**src/rtl/ins_encoder.sv**
```systemverilog
// rtl/ins_encoder.sv - RISC-V style field-bundle to instruction-word encoder with program-load sequencing
//
// Purpose: accepts decoded field bundles during a program load, encodes them
// into 32-bit instruction words, and presents each word with its byte address
// to an instruction memory. Out-of-range immediates or invalid formats are
// replaced by a NOP (addi x0,x0,0) and flagged.
//
// Ports:
//   CLK, RESET          clock and synchronous active-high reset
//   START               pulse that begins a program load (IDLE/DONE -> LOAD)
//   IN_VALID/IN_READY   input bundle handshake
//   FMT, OPCODE, RD, RS1, RS2, FUNC3, FUNC7, IMM, LAST   bundle fields
//   OUT_VALID/OUT_READY output word handshake
//   INS_OUT, WR_ADDR, ERR                 registered word, byte address, error tag
//   ERR_FLAG            sticky error flag for the current load
//   BUSY                high while loading

module ins_encoder #(
  parameter int          INS_WIDTH  = 32,
  parameter int          ADDR_WIDTH = 8,
  parameter int unsigned BASE_ADDR  = 0
) (
  input  logic                  CLK,
  input  logic                  RESET,
  input  logic                  START,
  input  logic                  IN_VALID,
  output logic                  IN_READY,
  input  logic [2:0]            FMT,
  input  logic [6:0]            OPCODE,
  input  logic [4:0]            RD,
  input  logic [4:0]            RS1,
  input  logic [4:0]            RS2,
  input  logic [2:0]            FUNC3,
  input  logic [6:0]            FUNC7,
  input  logic [31:0]           IMM,
  input  logic                  LAST,
  output logic                  OUT_VALID,
  input  logic                  OUT_READY,
  output logic [INS_WIDTH-1:0]  INS_OUT,
  output logic [ADDR_WIDTH-1:0] WR_ADDR,
  output logic                  ERR,
  output logic                  ERR_FLAG,
  output logic                  BUSY
);

  localparam logic [ADDR_WIDTH-1:0] BASE = ADDR_WIDTH'(BASE_ADDR);
  localparam logic [ADDR_WIDTH-1:0] STEP = ADDR_WIDTH'(4);
  localparam logic [31:0]           NOP  = 32'h0000_0013;

  typedef enum logic [1:0] {S_IDLE, S_LOAD, S_DONE} state_t;

  state_t                  state, state_nxt;
  logic                    load_entry;
  logic                    last_q;
  logic [ADDR_WIDTH-1:0]   next_addr;
  logic                    accept;
  logic                    out_fire;
  logic [31:0]             enc;
  logic                    enc_err;
  logic                    fits_12, fits_sb, fits_uj;

  assign IN_READY = (state == S_LOAD) && (!OUT_VALID || OUT_READY);
  assign accept   = IN_VALID && IN_READY;
  assign out_fire = OUT_VALID && OUT_READY;
  assign BUSY     = (state == S_LOAD);

  always_ff @(posedge CLK) begin
    if (RESET) state <= S_IDLE;
    else       state <= state_nxt;
  end

  always_comb begin
    state_nxt  = state;
    load_entry = 1'b0;
    case (state)
      S_IDLE, S_DONE: begin
        if (START) begin
          state_nxt  = S_LOAD;
          load_entry = 1'b1;
        end
      end
      S_LOAD: begin
        // The load ends only once memory has taken the word tagged LAST.
        if (out_fire && last_q) state_nxt = S_DONE;
      end
      default: state_nxt = S_IDLE;
    endcase
  end

  // Signed range checks expressed as "upper bits are a sign extension".
  assign fits_12 = (IMM[31:11] == {21{IMM[11]}});
  assign fits_sb = (IMM[31:12] == {20{IMM[12]}}) && !IMM[0];
  assign fits_uj = (IMM[31:20] == {12{IMM[20]}}) && !IMM[0];

  always_comb begin
    enc     = NOP;
    enc_err = 1'b0;
    case (FMT)
      3'd0: enc = {FUNC7, RS2, RS1, FUNC3, RD, OPCODE};
      3'd1: begin
        enc     = {IMM[11:0], RS1, FUNC3, RD, OPCODE};
        enc_err = !fits_12;
      end
      3'd2: begin
        enc     = {IMM[11:5], RS2, RS1, FUNC3, IMM[4:0], OPCODE};
        enc_err = !fits_12;
      end
      3'd3: begin
        enc     = {IMM[12], IMM[10:5], RS2, RS1, FUNC3, IMM[4:1], IMM[11], OPCODE};
        enc_err = !fits_sb;
      end
      3'd4: begin
        enc     = {IMM[31:12], RD, OPCODE};
        enc_err = (IMM[11:0] != 12'd0);
      end
      3'd5: begin
        enc     = {IMM[20], IMM[10:1], IMM[11], IMM[19:12], RD, OPCODE};
        enc_err = !fits_uj;
      end
      default: enc_err = 1'b1;
    endcase
    if (enc_err) enc = NOP;
  end

  always_ff @(posedge CLK) begin
    if (RESET) begin
      OUT_VALID <= 1'b0;
      INS_OUT   <= '0;
      ERR       <= 1'b0;
      ERR_FLAG  <= 1'b0;
      WR_ADDR   <= BASE;
      next_addr <= BASE;
      last_q    <= 1'b0;
    end else begin
      if (load_entry) begin
        next_addr <= BASE;
        ERR_FLAG  <= 1'b0;
      end
      // accept and load_entry are exclusive: accept needs state LOAD.
      if (accept) begin
        OUT_VALID <= 1'b1;
        INS_OUT   <= INS_WIDTH'(enc);
        ERR       <= enc_err;
        WR_ADDR   <= next_addr;
        last_q    <= LAST;
        next_addr <= next_addr + STEP;
        if (enc_err) ERR_FLAG <= 1'b1;
      end else if (out_fire) begin
        OUT_VALID <= 1'b0;
      end
    end
  end

endmodule

```
**config.mk**
```make
export PLATFORM = sky130hd
export DESIGN_NAME = ins_encoder
export DESIGN_NICKNAME = d
export VERILOG_FILES = /design/src/rtl/ins_encoder.sv
export SDC_FILE = /design/constraint.sdc
export NUM_CORES = 1
export LEC_CHECK = 0
export CAP_MARGIN = 30
export CORE_MARGIN = 10
export CORE_UTILIZATION = 40
export DETAILED_ROUTE_END_ITERATION = 10
export GPL_TIMING_DRIVEN = 1
export PLACE_DENSITY = 0.82
export SYNTH_ARGS = -nofsm -noshare
export SYNTH_HDL_FRONTEND = slang
export SYNTH_SLANG_ARGS = --single-unit
```
**constraint.sdc**
```tcl
create_clock -name CLK -period 4 [get_ports CLK]
set_input_delay 0.8 -clock CLK [delete_from_list [all_inputs] [get_ports CLK]]
set_output_delay 0.8 -clock CLK [all_outputs]
set_load 0.1 [all_outputs]
```
# [After elaboration in Yosys (flattened, before gate mapping)]
# Cells that the tools add are included.
# W data, S select, Z words.
[word_totals] out_inout_bits=45 elab_cells=56 register_bits=54 in_bits=73
[classes] reduce_logical=20 eq_ne=12 muxes=15 addsub=1
[ops] cell="$pmux W32 S6" n=1
[ops] cell="$mux W32" n=1
[ops] cell="$eq A20 B20 Y1" n=1
[ops] cell="$eq A19 B19 Y1" n=1
[ops] cell="$mux W8" n=2
[ops] cell="$reduce_bool A12 Y1" n=1
[ops] cell="$eq A11 B11 Y1" n=1
[ops] cell="$add A8 B3 Y8 const B" n=1
[ops] cell="$mux W1" n=7
[ops] cell="$eq A3 B2 Y1 const B" n=2
[ops] cell="$eq A3 B3 Y1 const B" n=2
[ops] cell="$logic_and A1 B1 Y1" n=6
[ops] cell="$logic_not A1 Y1" n=5
[ops] cell="$pmux W1 S5" n=1
[ops] cell="$mux W2" n=2
[ops] cell="$pmux W2 S2" n=1
[ops] cell="$reduce_bool A2 Y1" n=2
[ops] cell="$reduce_or A2 Y1" n=2
[ops] cell="$eq A3 B1 Y1 const B" n=1
[ops] cell="$logic_not A3 Y1" n=1
[ops] cell="$eq A2 B1 Y1 const B" n=1
[ops] cell="$eq A2 B2 Y1 const B" n=1
[ops] cell="$logic_not A2 Y1" n=1
[ops] cell="$ne A2 B1 Y1 const B" n=1
[ops] cell="3 further kinds" n=3

# [Logic depth before layout (Yosys ltp)]
# Gate-level depths: netlist of run 1.
[depth] ltp_word=6 depth_mapped=8 mapped_depth_nobuf=6

# [Least setup slack after synthesis of run 1]
# Ideal clock, no wire load.
[synth_timing] kind="flip-flop to output port" start="register state[0]" end="output IN_READY" stages_incl_launch_ff=3 path_slack_ps=476 required_time_ps=3200 n_path_buf=0 arrival_ps=2724 cell_sequence="dfxtp_1 > nor2b_1 > and2_1"
[synth_via] elab_chain_len=2
[synth_rtl] element="from (decl)" line="52" rtl="state_t state, state_nxt;"
[synth_rtl] element="from (signal assigned)" line="69" rtl="else state <= state_nxt;"
[synth_rtl] element="$eq A2 B1 Y1"
[synth_rtl] element="net BUSY" line="43" rtl="output logic BUSY"
[synth_rtl] element="$logic_and A1 B1 Y1" line="62" rtl="assign IN_READY = (state == S_LOAD) && (!OUT_VALID || OUT_READY);"
[synth_rtl] element="to (decl)" line="27" rtl="output logic IN_READY,"
# The timed path passes the listed nets, and every way through them passes these cells.

# [Final worst setup path of run 1]
[layout_timing] start="input IMM[12]" end="register INS_OUT[27]"
[layout_via] elab_chain_len=5 elab_cells_between_ends=7 cone_classes="eq/ne (2); mux (2); reduce/logical (3)"
[layout_rtl] element="from (decl)" line="35" rtl="input logic [31:0] IMM,"
[layout_rtl] element="$eq A19 B19 Y1" line="92" rtl="assign fits_sb = (IMM[31:12] == {20{IMM[12]}}) && !IMM[0];"
[layout_rtl] element="$logic_and A1 B1 Y1" line="92"
[layout_rtl] element="$logic_not A1 Y1" line="110" rtl="enc_err = !fits_sb;"
[layout_rtl] element="$pmux W1 S5 *" line="98" rtl="case (FMT)"
[layout_rtl] element="$mux W32 *" line="122" rtl="if (enc_err) enc = NOP;"
[layout_rtl] element="to (signal assigned)" line="142" rtl="INS_OUT <= INS_WIDTH'(enc);"
[layout_rtl] element="to (decl)" line="39" rtl="output logic [INS_WIDTH-1:0] INS_OUT,"
# Mark *: on every way between the ends. The rest lies on a longest branch, timed or not.
# A chain may end at the register's enable or synchronous reset.

==> results of run 1 <==
[sequential cells by signal (all words and copies together) (netlist names)]
signal / flops
ERR: 1
ERR_FLAG: 1
INS_OUT: 32
OUT_VALID: 1
WR_ADDR: 6
last_q: 1
next_addr: 6
state: 2
[synthesized netlist by cell type (7+ instances only)]
master,instances
a21oi_1,23
a22o_1,17
a22oi_1,16
clkbuf_1,13
dfxtp_1,50
mux2i_1,7
nand2_1,52
nand3_1,7
nor2_1,16
nor4_1,9
o21ai_0,21
[per-stage QoR]
stage               worst slack, ps  area (um^2)
floorplan                     476.1         2630
global placement              623.7         3749
CTS                           808.6         3861
global route                  479.1         3861
finish                        812.7         3861
detailed placement            504.3         3749
[worst min-delay path: stages, from the launching register on]
cell and delay [ps]:
dfxtp_1 320, nand2_1 50, o21ai_1 50
[cell families after synthesis]
group	count (synthesis)	share of synthesized area, %
buffers and inverters	29	7.193
and+or+nand+nor	111	20.58
DFF	50	38.11
muxes	10	3.954
AOI/OAI and AO/OA	107	28.87
xor gates and xnor gates	2	0.6671
other	1	0.1428
adders and majority gates	1	0.4763
[layout by cell type, fill, tap and decap left out, drive strengths merged, types with 7 or more instances in the layout]
cell type      count
clkdlybuf4s50    114
nor2              16
dfxtp             50
nor4               9
nand2             52
o21ai             31
inv                7
mux2i              7
nand3              7
a22o              21
a22oi             16
a21oi             24
[layer usage]
metal / up-vias / part of all wire, %
met5: - / 0
li1: 1360 / -
met4: 0 / 1.2
met3: 8 / 7.4
met2: 101 / 49
met1: 1274 / 43
[final cells by class]
| class | instances | share of cell area (%) |
|---|---|---|
| Clock buffer | 5 | 1.782 |
| Clock inverter | 3 | 1.134 |
| Inverter | 6 | 0.5833 |
| Multi-Input combinational cell | 233 | 37.36 |
| Sequential cell | 50 | 25.92 |
| Tap cell | 77 | 2.495 |
| Timing Repair Buffer | 120 | 30.72 |
[power by group through the flow]
stage | registers (W) | logic (W) | clock network, W
5_1_grt | 0.000515 | 0.000321 | 0.000381
3_5_place_dp | 0.000525 | 0.000298 | 0
3_3_place_gp | 0.000525 | 0.000294 | 0
2_1_floorplan | 0.000584 | 0.000121 | 0
4_1_cts | 0.000513 | 0.000299 | 0.000363
6_report | 0.000513 | 0.000300 | 0.000354
[worst paths after layout]
| check | start | endpoint | slack, ps | cells past startpoint |
|---|---|---|---|---|
| hold / removal | INS_OUT[23] | INS_OUT[23] | 450 | 2 |
| setup reg to reg | state[0] | INS_OUT[27] | 1950 | 4 |
| setup / recovery | IMM[12] | INS_OUT[27] | 810 | 7 |
| hold reg to reg | INS_OUT[23] | INS_OUT[23] | 450 | 2 |
==> summary.txt, run 1 <==
Power and ir drop
  • Pwr dens: 302.1 nW/um^2
  • Final Power: roughly 0.0012 W
  • Peak VDD IR: 0.0002012 V
  • Pleak: about 1.4 nW
  • Reg power frac: between 40% and 50%
  • NetSw: between 0.0003 and 0.0004 W
  • Net Sw Frac: a little under a third
  • P_int: a little over 0.0008 W
  • Combinational power share: about a quarter
  • Clk pwr share: between 30% and 40%

Logic synthesis
  • #FFs+latches synth: 50
  • Synth cell types: 53
  • Cell count after synthesis: 311
  • Mean Syn Cell Area: 8.445 um^2
  • Synth Cell Area: 2626 um^2
  • Synth Warn #: 0
  • Asr flop ratio synth: 0%
  • Top_reg_cell synth: dfxtp_1
  • Largest area contributor in the netlist: dfxtp_1
  • Synth top area share: 38.11%
  • Post-synth EDFFs: 0
  • Register area share after synthesis: a little under two fifths
  • Top cells by area, synth: dfxtp_1, nand2_1, a22o_1

Clocking
  • Clock tree from TritonCTS: built
  • H-tree levels: 2
  • Postcts setup bufs: 0
  • Resized cells post-CTS: 0
  • Clock Path Buffers: 2
  • Clock root cell: clkbuf_8
  • Worst skew pair latency: 290 ps
  • Cts bufs inserted: 5
  • CTS clk-pin slew, worst paths: 90 ps
  • CTS Hold Bufs: 0
  • Num Clock Sinks: 50

Floorplan
  • Initial Util: around two fifths
  • DIE WIDTH: 101.0 um
  • Die area: 10,210 um^2
  • Cell row count: 29
  • IO Count: 118
  • Core Box Area: 6350 um^2
  • Die Ht: 101.0 um

Drt
  • WL/cell: 17.62 um
  • Final ANT Viol Nets: 0
  • Vias: 2,743
  • DRT Wirelength: 8.704 mm
  • Drt first pass iters: 4
  • Residual DRC: 0
  • Vias per cell: about 5.6
  • Initial DRC count: 167

Finish
  • Area grow syn2layout: 47.02%
  • Non-filler cells, final: about 490
  • # nets final: 490
  • Sequential Area: 1001 um^2
  • Diode count: 0
  • Area of the multi-input gates: between 1000 and 1500 um^2
  • Util after Layout: 60.81%
  • Fraction of layout cells with a size suffix above 1: 9.113%
  • Fill cells: 543

GRT
  • M1 GR Usage: 20.32%
  • Total track usage: approximately 17%
  • Largest net degree at the start of global routing: 26
  • Gr busiest metal: met2
  • Initial antenna violation count: 0
  • Global-route track usage on met3: 4.801%
  • Vias in the first global route: 2,758
  • Met2 usage: between 20 and 30%
  • Global route overflow: 0
  • Global-route wire length before repair: 14.09 mm

Place
  • IO Port Bufs: 115
  • Dpl cells: slightly below 500
  • GPL Wtd Cong: 0.8677
  • Post-DP HPWL: approximately 6.9 mm

STA
  • Tcrit/Tclk final: 79.68%
  • Final Hold Fails: 0
  • F_max: 0.3137 GHz
  • Final min period: about 3200 ps
  • Relative slew slack: 32.21%
  • Fin. max-slew vios: 0
  • Worst Skew: ~2.9 ps
  • Final setup violation count: 0
  • RSZ-0062 raised after global routing: false
  • Hold slack: 452.0 ps
  • Final setup TNS: 0 ps
  • Worst Tran Pin Value: 1014 ps

Critical path
  • WP data arrival: 3400 ps
  • Bufs and invs on worst path: 1
  • CP Max Fanout: 16
  • Critical path, cell by cell: clkdlybuf4s50_1 > or4_4 > o22ai_2 > o211ai_2 > a32oi_4 > nand4_2 > o21ai_0
  • Family with the most delay on the worst path: simple AND/OR/NAND/NOR gates
  • Critical path required time: 4210 ps
  • CP max-delay cell: or4_4
  • CP startpoint kind: primary input
  • Crit path kind: primary input to flop
  • CP Capture Type: flop
  • Slowest Stage Delay on Critical Path: 580 ps

Job
  • Max-cap violations: 0

Worst hold path
  • Hold Path Class: flop to flop

Run status
  • Status: finished, final reports clean
Note: power is estimated with default switching activity, not from simulation.
==> run 2, diff against run 1 <==
==> constraint.sdc (replaced) <==
create_clock -name CLK -period 3 [get_ports CLK]
set_input_delay 0.6 -clock CLK [delete_from_list [all_inputs] [get_ports CLK]]
set_output_delay 0.6 -clock CLK [all_outputs]
set_load 0.1 [all_outputs]
==> summary.txt, run 2 (same netlist as run 1, synthesis figures left out) <==
Power and ir drop
  • Peak VDD IR: 0.0002395 V (+19%)
  • Pwr dens: 412.3 nW/um^2 (+36%)
  • Pleak: 1.532 nW (+8.9%)

Clocking
  • CTS Hold Bufs: 0 (unchanged)
  • Resized cells post-CTS: 0 (unchanged)
  • CTS clk-pin slew, worst paths: 100 ps (about the same)
  • Cts bufs inserted: 5 (unchanged)
  • Clock tree from TritonCTS: built
  • Postcts setup bufs: 0 (unchanged)
  • H-tree levels: 2 (unchanged)
  • Num Clock Sinks: 50 (unchanged)
  • Worst skew pair latency: 310 ps (+20 ps)
  • Clock root cell: clkbuf_8
  • Clock Path Buffers: 2 (unchanged)

Drt
  • Final ANT Viol Nets: 0 (unchanged)
  • Drt first pass iters: 4 (unchanged)
  • Residual DRC: 0 (unchanged)
  • Initial DRC count: 221 (+32%)
  • Vias per cell: 5.660 (+1.9%)
  • DRT Wirelength: 8.971 mm (+3.1%)
  • Vias: 2,847 (+3.8%)
  • WL/cell: 17.83 um (+1.2%)

Finish
  • Commonest cells after routing, fill and taps aside: clkdlybuf4s50_1, buf_4, nand2_1
  • Biggest regs: INS_OUT x32, WR_ADDR x6, next_addr x6
  • # nets final: 499 (+1.8%)
  • Max reg flops: 32 (unchanged)
  • Fraction of layout cells with a size suffix above 1: 21.13% (+12 points)
  • Reg with most FFs: INS_OUT
  • Diode count: 0 (unchanged)
  • Commonest non-fill, non-tap cell in the layout: clkdlybuf4s50_1
  • Util after Layout: 60.59% (-0.22 points)
  • Area grow syn2layout: 46.50%

Run status
  • Status: finished, final reports clean

Critical path
  • Slowest Stage Delay on Critical Path: 470 ps (-110 ps)
  • Crit path kind: primary input to flop
  • Family with the most delay on the worst path: buffers and inverters
  • CP startpoint kind: primary input
  • WP data arrival: 2790 ps (-610 ps)
  • CP max-delay cell: clkdlybuf4s50_1
  • CP Capture Type: flop
  • Bufs and invs on worst path: 3 (+2)
  • Critical path, cell by cell: clkdlybuf4s50_1 > nor4_1 > buf_4 > mux2i_1 > a221oi_1 > a311o_1 > nand4_2 > buf_4 > o21ai_0
  • CP Max Fanout: 11 (-5)
  • Crit path top cell by count: buf_4
  • Critical path required time: 3240 ps (-970 ps)

Floorplan
  • DIE WIDTH: 101.0 um (unchanged)
  • Core Box Area: 6350 um^2 (unchanged)
  • Cell row count: 29 (unchanged)
  • IO Count: 118 (unchanged)
  • Initial Util: 41.36% (unchanged)
  • Die area: 10,210 um^2 (unchanged)
  • Die Ht: 101.0 um (unchanged)

Place
  • IO Port Bufs: 115 (unchanged)
  • Post-DP HPWL: 7.077 mm (+2.5%)
  • GPL Wtd Cong: 0.8808 (+1.5%)

STA
  • RSZ-0062 raised after global routing: false
  • Relative slew slack: 62.08% (+30 points)
  • Tcrit/Tclk final: between 80 and 90%
  • F_max: 0.3930 GHz
  • Final Hold Fails: 0 (unchanged)
  • Fin. max-slew vios: 0 (unchanged)
  • Final min period: 2545 ps
  • Worst Skew: 8.071 ps (+5.201 ps)
  • Final setup violation count: 0 (unchanged)
  • Final setup TNS: 0 ps (unchanged)
  • Worst Tran Pin Value: 568.1 ps (-445.6 ps)

Worst hold path
  • Hold Path Class: flop to flop

Job
  • Max-cap violations: 0 (unchanged)

GRT
  • Largest net degree at the start of global routing: 20 (-23%)
  • Global-route wire length before repair: 14.15 mm (+0.44%)
  • Initial antenna violation count: 0 (unchanged)
  • Vias in the first global route: 2,777 (+0.69%)
  • Total track usage: 16.78% (-0.054 points)
  • Global route overflow: 0 (unchanged)
[run 2: cell count changes in the layout (fill, tap and decap cells not counted)]
| cell | change |
|---|---|
| buf_4 | +49 |
| clkinvlp_4 | +2 |
| buf_8 | +1 |
| clkdlybuf4s50_1 | -42 |
| buf_12 | +1 |
| nor2b_1 | -1 |
| inv_6 | -1 |
| clkinv_2 | -1 |
| nor2b_2 | +1 |
[run 2: routing by layer]
metal | wire, um | vias to the layer above | global-route usage (%)
met1 | 3847 | 1344 | 20.48
met5 | 0 | - | 0
met4 | 98 | 0 | 4.930
li1 | - | 1380 | -
met3 | 630 | 13 | 4.938
met2 | 4394 | 110 | 27.76
[run 2: cell type report]
class / instances / area [um^2]
clock buffer: 5 / 68.82
multi-input combinational: 233 / 1445
sequential: 50 / 1001
timing repair buffer: 129 / 1169
fill: 565 / 2502
tap: 77 / 96.34
clock inverter: 3 / 45.04
inverter: 6 / 22.52
[run 2: per-stage QoR]
step	worst slack, ps	cell area [um^2]	power, W	hold slack (ps)	cells
2_1_floorplan	285.2	2633	0.0009397	436.6	312
3_3_place_gp	188.3	3719	0.001100	438.5	494
3_5_place_dp	142.9	3734	0.001107	443.8	495
4_1_cts	426.7	3847	0.001585	457.5	503
5_1_grt	224.0	3847	0.001637	475.0	503
6_report	455.5	3847	0.001586	456.0	503
[run 2: final timing paths]
check	start	to	slack (ps)	cells after the start
worst min register to register	INS_OUT[20]	INS_OUT[20]	460	2
worst min-delay path	INS_OUT[20]	INS_OUT[20]	460	2
worst max-delay path	IMM[28]	INS_OUT[29]	460	9
worst max register to register	state[0]	next_addr[6]	1360	6
[run 2: power by group]
part           internal, W  total, W  switching (W)
clock network     0.000248  0.000490       0.000241
logic             0.000165  0.000411       0.000246
registers         0.000677  0.000685     0.00000856
[run 2: worst reg2reg max path, delay by kind of cell, from the launching register on]
kind	cells	cell delay, ps
flops	1	370
xor+xnor	1	150
simple gates	4	790
buf+inv	1	230
